[config.mk]
export PLATFORM = sky130hd
export DESIGN_NAME = ps2_host_transmitter
export DESIGN_NICKNAME = d
export VERILOG_FILES = /design/src/rtl/ps2_host_transmitter_pkg.sv /design/src/rtl/ps2_host_transmitter_line_filter.sv /design/src/rtl/ps2_host_transmitter.sv
export SDC_FILE = /design/constraint.sdc
export NUM_CORES = 1
export LEC_CHECK = 0
export BUFFER_PORTS_ARGS = -buffer_cell sky130_fd_sc_hd__buf_2
export CAP_MARGIN = 10
export CORE_ASPECT_RATIO = 1.25
export CORE_MARGIN = 2
export CORE_UTILIZATION = 61
export CTS_BUF_LIST = sky130_fd_sc_hd__clkbuf_16
export CTS_CLUSTER_DIAMETER = 40
export CTS_CLUSTER_SIZE = 25
export DETAILED_ROUTE_END_ITERATION = 7
export PLACE_DENSITY = 0.79
export SETUP_SLACK_MARGIN = 0.05
export SKIP_LAST_GASP = 1
export SYNTH_ARGS = -nofsm -noshare
export SYNTH_HDL_FRONTEND = slang
export SYNTH_SLANG_ARGS = --single-unit
[constraint.sdc]
create_clock -name clk -period 3.1 [get_ports clk]
set_input_delay 0.31 -clock clk [delete_from_list [all_inputs] [get_ports clk]]
set_output_delay 0.31 -clock clk [all_outputs]
set_load 0.005 [all_outputs]
[src/rtl/ps2_host_transmitter_pkg.sv]
// Shared PS/2 definitions: transmitter states, default timing constants, command bytes.
package ps2_host_transmitter_pkg;

  typedef enum logic [2:0] {
    ST_IDLE,
    ST_RTS,
    ST_START,
    ST_DATA,
    ST_STOP,
    ST_RELEASE
  } tx_state_t;

  localparam int DEF_INHIBIT_CYCLES = 12000;
  localparam int DEF_TIMEOUT_CYCLES = 1500000;
  localparam int DEF_FILTER_LEN     = 8;

  localparam logic [7:0] CMD_SET_LEDS = 8'hED;
  localparam logic [7:0] CMD_ENABLE   = 8'hF4;
  localparam logic [7:0] CMD_RESET    = 8'hFF;

  function automatic logic odd_parity(input logic [7:0] b);
    return ~^b;
  endfunction

endpackage

[src/rtl/ps2_host_transmitter_line_filter.sv]
// ps2_line_filter: 2-FF synchroniser plus agreement filter for one PS/2 line, with falling-edge strobe.
module ps2_line_filter #(
  parameter int FILTER_LEN = 8
) (
  input  logic clk,
  input  logic reset,
  input  logic line_in,
  output logic filt,
  output logic fall
);

  logic [1:0]            sync_q;
  logic [FILTER_LEN-1:0] hist_q;
  logic                  filt_q;
  logic                  filt_prev_q;

  // Idle bus level is high, so everything resets to 1 to avoid a false fall.
  always_ff @(posedge clk) begin
    if (reset) begin
      sync_q      <= '1;
      hist_q      <= '1;
      filt_q      <= 1'b1;
      filt_prev_q <= 1'b1;
    end else begin
      sync_q      <= {sync_q[0], line_in};
      hist_q      <= {hist_q[FILTER_LEN-2:0], sync_q[1]};
      filt_prev_q <= filt_q;
      if (&hist_q)
        filt_q <= 1'b1;
      else if (~|hist_q)
        filt_q <= 1'b0;
    end
  end

  assign filt = filt_q;
  assign fall = filt_prev_q & ~filt_q;

endmodule

[src/rtl/ps2_host_transmitter.sv]
// Host-to-device PS/2 transmitter: request-to-send, 11-bit frame clocked by the device, ACK check, watchdog.
//
// state   | meaning
// IDLE    | lines released, waiting for wr_ps2
// RTS     | ps2c held low for the inhibit time
// START   | ps2c released, start bit (data low) driven
// DATA    | d0..d7 and parity presented on each device fall
// STOP    | data released (stop bit), ACK sampled on 11th fall
// RELEASE | waiting for device to release both lines
module ps2_host_transmitter
  import ps2_host_transmitter_pkg::*;
#(
  parameter int INHIBIT_CYCLES = DEF_INHIBIT_CYCLES,
  parameter int TIMEOUT_CYCLES = DEF_TIMEOUT_CYCLES,
  parameter int FILTER_LEN     = DEF_FILTER_LEN
) (
  input  logic       clk,
  input  logic       reset,
  input  logic       wr_ps2,
  input  logic [7:0] din,
  input  logic       ps2c_in,
  input  logic       ps2d_in,
  output logic       ps2c_oe,
  output logic       ps2d_oe,
  output logic       tx_idle,
  output logic       tx_done_tick,
  output logic       ack_err,
  output logic       timeout_err
);

  localparam int CNT_MAX = (INHIBIT_CYCLES > TIMEOUT_CYCLES) ? INHIBIT_CYCLES : TIMEOUT_CYCLES;
  localparam int CNT_W   = $clog2(CNT_MAX + 1);
  localparam logic [CNT_W-1:0] INHIBIT_LOAD = CNT_W'(INHIBIT_CYCLES - 1);
  localparam logic [CNT_W-1:0] TIMEOUT_LOAD = CNT_W'(TIMEOUT_CYCLES - 1);

  tx_state_t        state_q, state_d;
  logic [CNT_W-1:0] cnt_q, cnt_d;
  logic [8:0]       sh_q, sh_d;
  logic [3:0]       n_q, n_d;
  logic             ack_err_q, ack_err_d;
  logic             c_filt, c_fall, d_filt, d_fall_unused;
  logic             wd_active;

  ps2_line_filter #(.FILTER_LEN(FILTER_LEN)) u_filt_c (
    .clk(clk), .reset(reset), .line_in(ps2c_in), .filt(c_filt), .fall(c_fall)
  );

  ps2_line_filter #(.FILTER_LEN(FILTER_LEN)) u_filt_d (
    .clk(clk), .reset(reset), .line_in(ps2d_in), .filt(d_filt), .fall(d_fall_unused)
  );

  always_ff @(posedge clk) begin
    if (reset) begin
      state_q   <= ST_IDLE;
      cnt_q     <= '0;
      sh_q      <= '0;
      n_q       <= '0;
      ack_err_q <= 1'b0;
    end else begin
      state_q   <= state_d;
      cnt_q     <= cnt_d;
      sh_q      <= sh_d;
      n_q       <= n_d;
      ack_err_q <= ack_err_d;
    end
  end

  always_comb begin
    state_d      = state_q;
    cnt_d        = cnt_q;
    sh_d         = sh_q;
    n_d          = n_q;
    ack_err_d    = ack_err_q;
    ps2c_oe      = 1'b0;
    ps2d_oe      = 1'b0;
    tx_idle      = 1'b0;
    tx_done_tick = 1'b0;
    timeout_err  = 1'b0;
    wd_active    = 1'b0;

    case (state_q)
      ST_IDLE: begin
        tx_idle = 1'b1;
        if (wr_ps2) begin
          sh_d      = {odd_parity(din), din};
          ack_err_d = 1'b0;
          cnt_d     = INHIBIT_LOAD;
          state_d   = ST_RTS;
        end
      end
      ST_RTS: begin
        ps2c_oe = 1'b1;
        if (cnt_q == '0) begin
          cnt_d   = TIMEOUT_LOAD;
          state_d = ST_START;
        end else begin
          cnt_d = cnt_q - CNT_W'(1);
        end
      end
      ST_START: begin
        wd_active = 1'b1;
        ps2d_oe   = 1'b1;
        if (c_fall) begin
          n_d     = 4'd0;
          state_d = ST_DATA;
        end
      end
      ST_DATA: begin
        wd_active = 1'b1;
        ps2d_oe   = ~sh_q[0];
        if (c_fall) begin
          if (n_q < 4'd8) begin
            sh_d = {1'b0, sh_q[8:1]};
            n_d  = n_q + 4'd1;
          end else begin
            state_d = ST_STOP;
          end
        end
      end
      ST_STOP: begin
        wd_active = 1'b1;
        if (c_fall) begin
          ack_err_d = d_filt;
          state_d   = ST_RELEASE;
        end
      end
      ST_RELEASE: begin
        wd_active = 1'b1;
        if (c_filt && d_filt) begin
          tx_done_tick = 1'b1;
          state_d      = ST_IDLE;
        end
      end
      default: state_d = ST_IDLE;
    endcase

    // A fall in the expiry cycle reloads the watchdog instead of aborting.
    if (wd_active) begin
      if (c_fall) begin
        cnt_d = TIMEOUT_LOAD;
      end else if (cnt_q != '0) begin
        cnt_d = cnt_q - CNT_W'(1);
      end else if (!tx_done_tick) begin
        ps2c_oe     = 1'b0;
        ps2d_oe     = 1'b0;
        timeout_err = 1'b1;
        state_d     = ST_IDLE;
      end
    end
  end

  assign ack_err = ack_err_q;

endmodule

==> run_results.csv <==
group,metric,value,unit
synth,synthFlopType,"dfxtp_1",
power_and_ir_drop,power_density,613,nW/um2
die,num_io_pins,19,
timing,worstMarginPinSlew,0.967,ns
synth,synth_area,3500,um2
timing,fmax,367,MHz
timing,clock-skew-final,0.00531,ns
timing,maxSlewViolCount,0,
timing,relSlewSlack,0.353,
synth,yosysWarnings,0,
setup_path,cp_slowest_cell,"dfxtp_1",
drt,vias,3178,
timing,rsz0062_at_grt,"false",
power_and_ir_drop,intPower,1.64,mW
global_routing,gr-usage-met1,0.343,
cts,clock_sinks,61,
cts,clkTransAtPathRegs,0.05,ns
global_routing,met3_usage,0.0581,
synth,postSynthAreaPerCell,8.60,um2
cts,post_cts_buffers,0,
placement,dp_hpwl,5610,um
outcome,status,"finished, final reports clean",
synth,synthesis.nets,426,
final_layout,area_growth,9.15,%
run,drv_cap,0,
setup_path,crit_arrival,2.42,ns
drt,first_iter_violations,363,
cts,cts_buffer_depth,2,
setup_path,cp-start-kind,"register",
placement,gp_congestion,0.919,
power_and_ir_drop,irDropWorstVdd,0.464,mV
timing,hold_violations,0,
synth,yosys.cell_types.count,72,
setup_path,worstPathRequired,2.79,ns
setup_path,path_buf_inv,2,
drt,first_pass_iters,6,
final_layout,n_fill_cell,433,
power_and_ir_drop,p_sw_frac,0.300,
die,die-area,6370,um2
die,fp-row-count,30,
die,die_w,71.8,um
timing,fin_crit,2.73,ns
setup_path,worst_path_largest_cell_delay,0.62,ns
power_and_ir_drop,p_seq_frac,0.385,
setup_path,endpoint_kind,"primary output",
cts,postCtsHoldBufs,0,
setup_path,criticalPathCategory,"register to primary output",
global_routing,grt_max_degree,29,
global_routing,use_met2,0.455,
timing,setup_viol_count_final,0,
power_and_ir_drop,fin_total_pwr,2.34,mW
power_and_ir_drop,switchingPower,0.703,mW
die,start_util,0.639,
synth,ys_ff_latch,61,
cts,cts_buffers,9,
die,core_area,5480,um2
cts,cts_root_buf,"clkbuf_16",
timing,post-route-period-util,0.880,
cts,cts_repair_resize_count,0,
final_layout,nets,435,
placement,io_buffers,18,
setup_path,worstPathCellList,"inv_1 -> ha_2 -> nand2_1 -> nor3_1 -> a211oi_1 -> buf_2",
cts,clock_latency,0.32,ns
min_path,hp-class,"input pin to register",
synth,synthArstFlopShare,0,
die,dieHeight,88.7,um
synth,syn_inst,407,
drt,wire_per_inst,16.8,um
final_layout,layout-drive-gt1-share,0.205,
drt,drc,0,
setup_path,cpLargestDelayFamily,"flip-flops",
global_routing,globalRouteTotalUtil,0.278,
synth,ys_seq_area_frac,0.349,
global_routing,grt_pass1_vias,2991,
placement,placed_area,3540,um2
global_routing,grt_overflow,0,
synth,synth_edf_count,0,
power_and_ir_drop,p_clk_frac,0.403,
power_and_ir_drop,p_comb_frac,0.211,
setup_path,worst-path-max-fanout,16,
cts,h-tree-depth,3,
cts,tritoncts,"done",
final_layout,num_antenna_cells,0,
drt,ant_nets,0,
global_routing,grt_first_pass_wirelength,13900,um
timing,fin_setup_tns,0,ns
drt,vias_per_cell,6.57,
final_layout,final_area,3820,um2
global_routing,top_usage_layer,"met2",
global_routing,grt_antenna_before_repair,0,
drt,wl,8120,um
power_and_ir_drop,p_leak,1.38,nW
-- layer usage --
metal	part of all wire	wire, um
met1	0.42	3420
met2	0.48	3910
met3	0.061	492
met4	0.036	292
met5	0	0
-- worst reg2reg max path, stage by stage, from the launching register on --
cell      delay, ns
dfxtp_1        0.45
inv_1          0.25
ha_2           0.34
or4bb_2        0.80
o21ai_0        0.27
a22oi_1        0.12
a221oi_2       0.27
-- flip-flops by register name (all words and copies together) (netlist names) --
| name | flops |
|---|---|
| u_filt_c.filt_prev_q | 1 |
| u_filt_c.hist_q | 8 |
| u_filt_c.sync_q | 2 |
| u_filt_d.filt | 1 |
| u_filt_d.hist_q | 8 |
| state_q | 3 |
| n_q | 4 |
| u_filt_c.filt | 1 |
| ack_err | 1 |
| sh_q | 9 |
| cnt_q | 21 |
| u_filt_d.sync_q | 2 |
-- cell usage in the layout (no fill, tap or decap), types with 5 or more instances in the layout --
cell type,instances
xnor2_1,9
nand3_1,23
nor4_1,8
a311oi_1,8
clkbuf_16,9
buf_4,7
inv_1,13
nand2_1,32
or2_2,21
nand4_1,7
dfxtp_1,61
nor2_1,32
nor3_1,18
o21ai_0,25
a211oi_1,10
ha_1,5
buf_2,18
a22oi_1,5
a21oi_1,22
-- cell usage after synthesis (3+ instances only) --
cell	number	area, um2
a211oi_1	10	75.1
a21oi_1	22	110
a221oi_1	4	35.0
a22oi_1	5	37.5
a311oi_1	8	70.1
buf_2	5	25.0
buf_6	6	67.6
clkbuf_1	11	41.3
clkbuf_8	3	41.3
dfxtp_1	61	1220
ha_1	6	75.1
inv_1	12	45.0
nand2_1	32	120
nand2b_1	3	18.8
nand3_1	23	115
nand4_1	7	43.8
nor2_1	32	120
nor3_1	18	90.1
nor4_1	8	50.1
nor4_4	3	63.8
o21ai_0	25	125
o21ai_1	3	15.0
o31a_1	3	26.3
o32ai_1	3	26.3
or2_2	21	131
xnor2_1	9	78.8
xor2_1	4	35.0
-- stage by stage --
step | hold WS (ns) | utilization | worst slack [ns] | instances
final | 0.170 | 0.697 | 0.373 | 484
after global routing | 0.160 | 0.697 | 0.182 | 484
after CTS | 0.161 | 0.697 | 0.243 | 484
after detailed placement | 0.395 | 0.646 | 0.508 | 469
after global placement | 0.392 | 0.646 | 0.598 | 469
after floorplan | 0.389 | - | 0.778 | 407
-- cell families after synthesis --
logic type	share of synthesized area
AOI/OAI and AO/OA	0.235
xor gates and xnor gates	0.0325
adders and majority gates	0.0214
buffers and inverters	0.0661
DFF	0.349
muxes	0.00893
and+or+nand+nor	0.287
-- area by class of cell --
type / instances / area (um2) / share of cell area
inverter: 12 / 45.0 / 0.0118
multi-input combinational: 307 / 2050 / 0.537
timing repair buffer: 25 / 143 / 0.0373
clock inverter: 6 / 56.3 / 0.0147
clock buffer: 9 / 225 / 0.0589
sequential: 61 / 1220 / 0.319
tap: 64 / 80.1 / 0.0209
-- power by group through the flow --
stage | Combinational, mW | Clock (mW) | Sequential [mW]
finish | 0.496 | 0.946 | 0.903
global route | 0.542 | 0.997 | 0.911
detailed placement | 0.482 | 0 | 0.916
floorplan | 0.431 | 0 | 0.881
global placement | 0.475 | 0 | 0.914
CTS | 0.489 | 0.960 | 0.901
-- path summary, 6_finish.rpt --
kind                 startpoint                 end  slack, ns  cells after the start
min reg2reg  u_filt_d.sync_q[1]  u_filt_d.hist_q[0]       0.41                      1
max reg2reg          state_q[1]            cnt_q[9]       0.51                      6
min                     ps2c_in  u_filt_c.sync_q[0]       0.17                      2
max                  state_q[1]             ps2d_oe       0.37                      6
No activity file was read; power rests on OpenSTA's default activity.
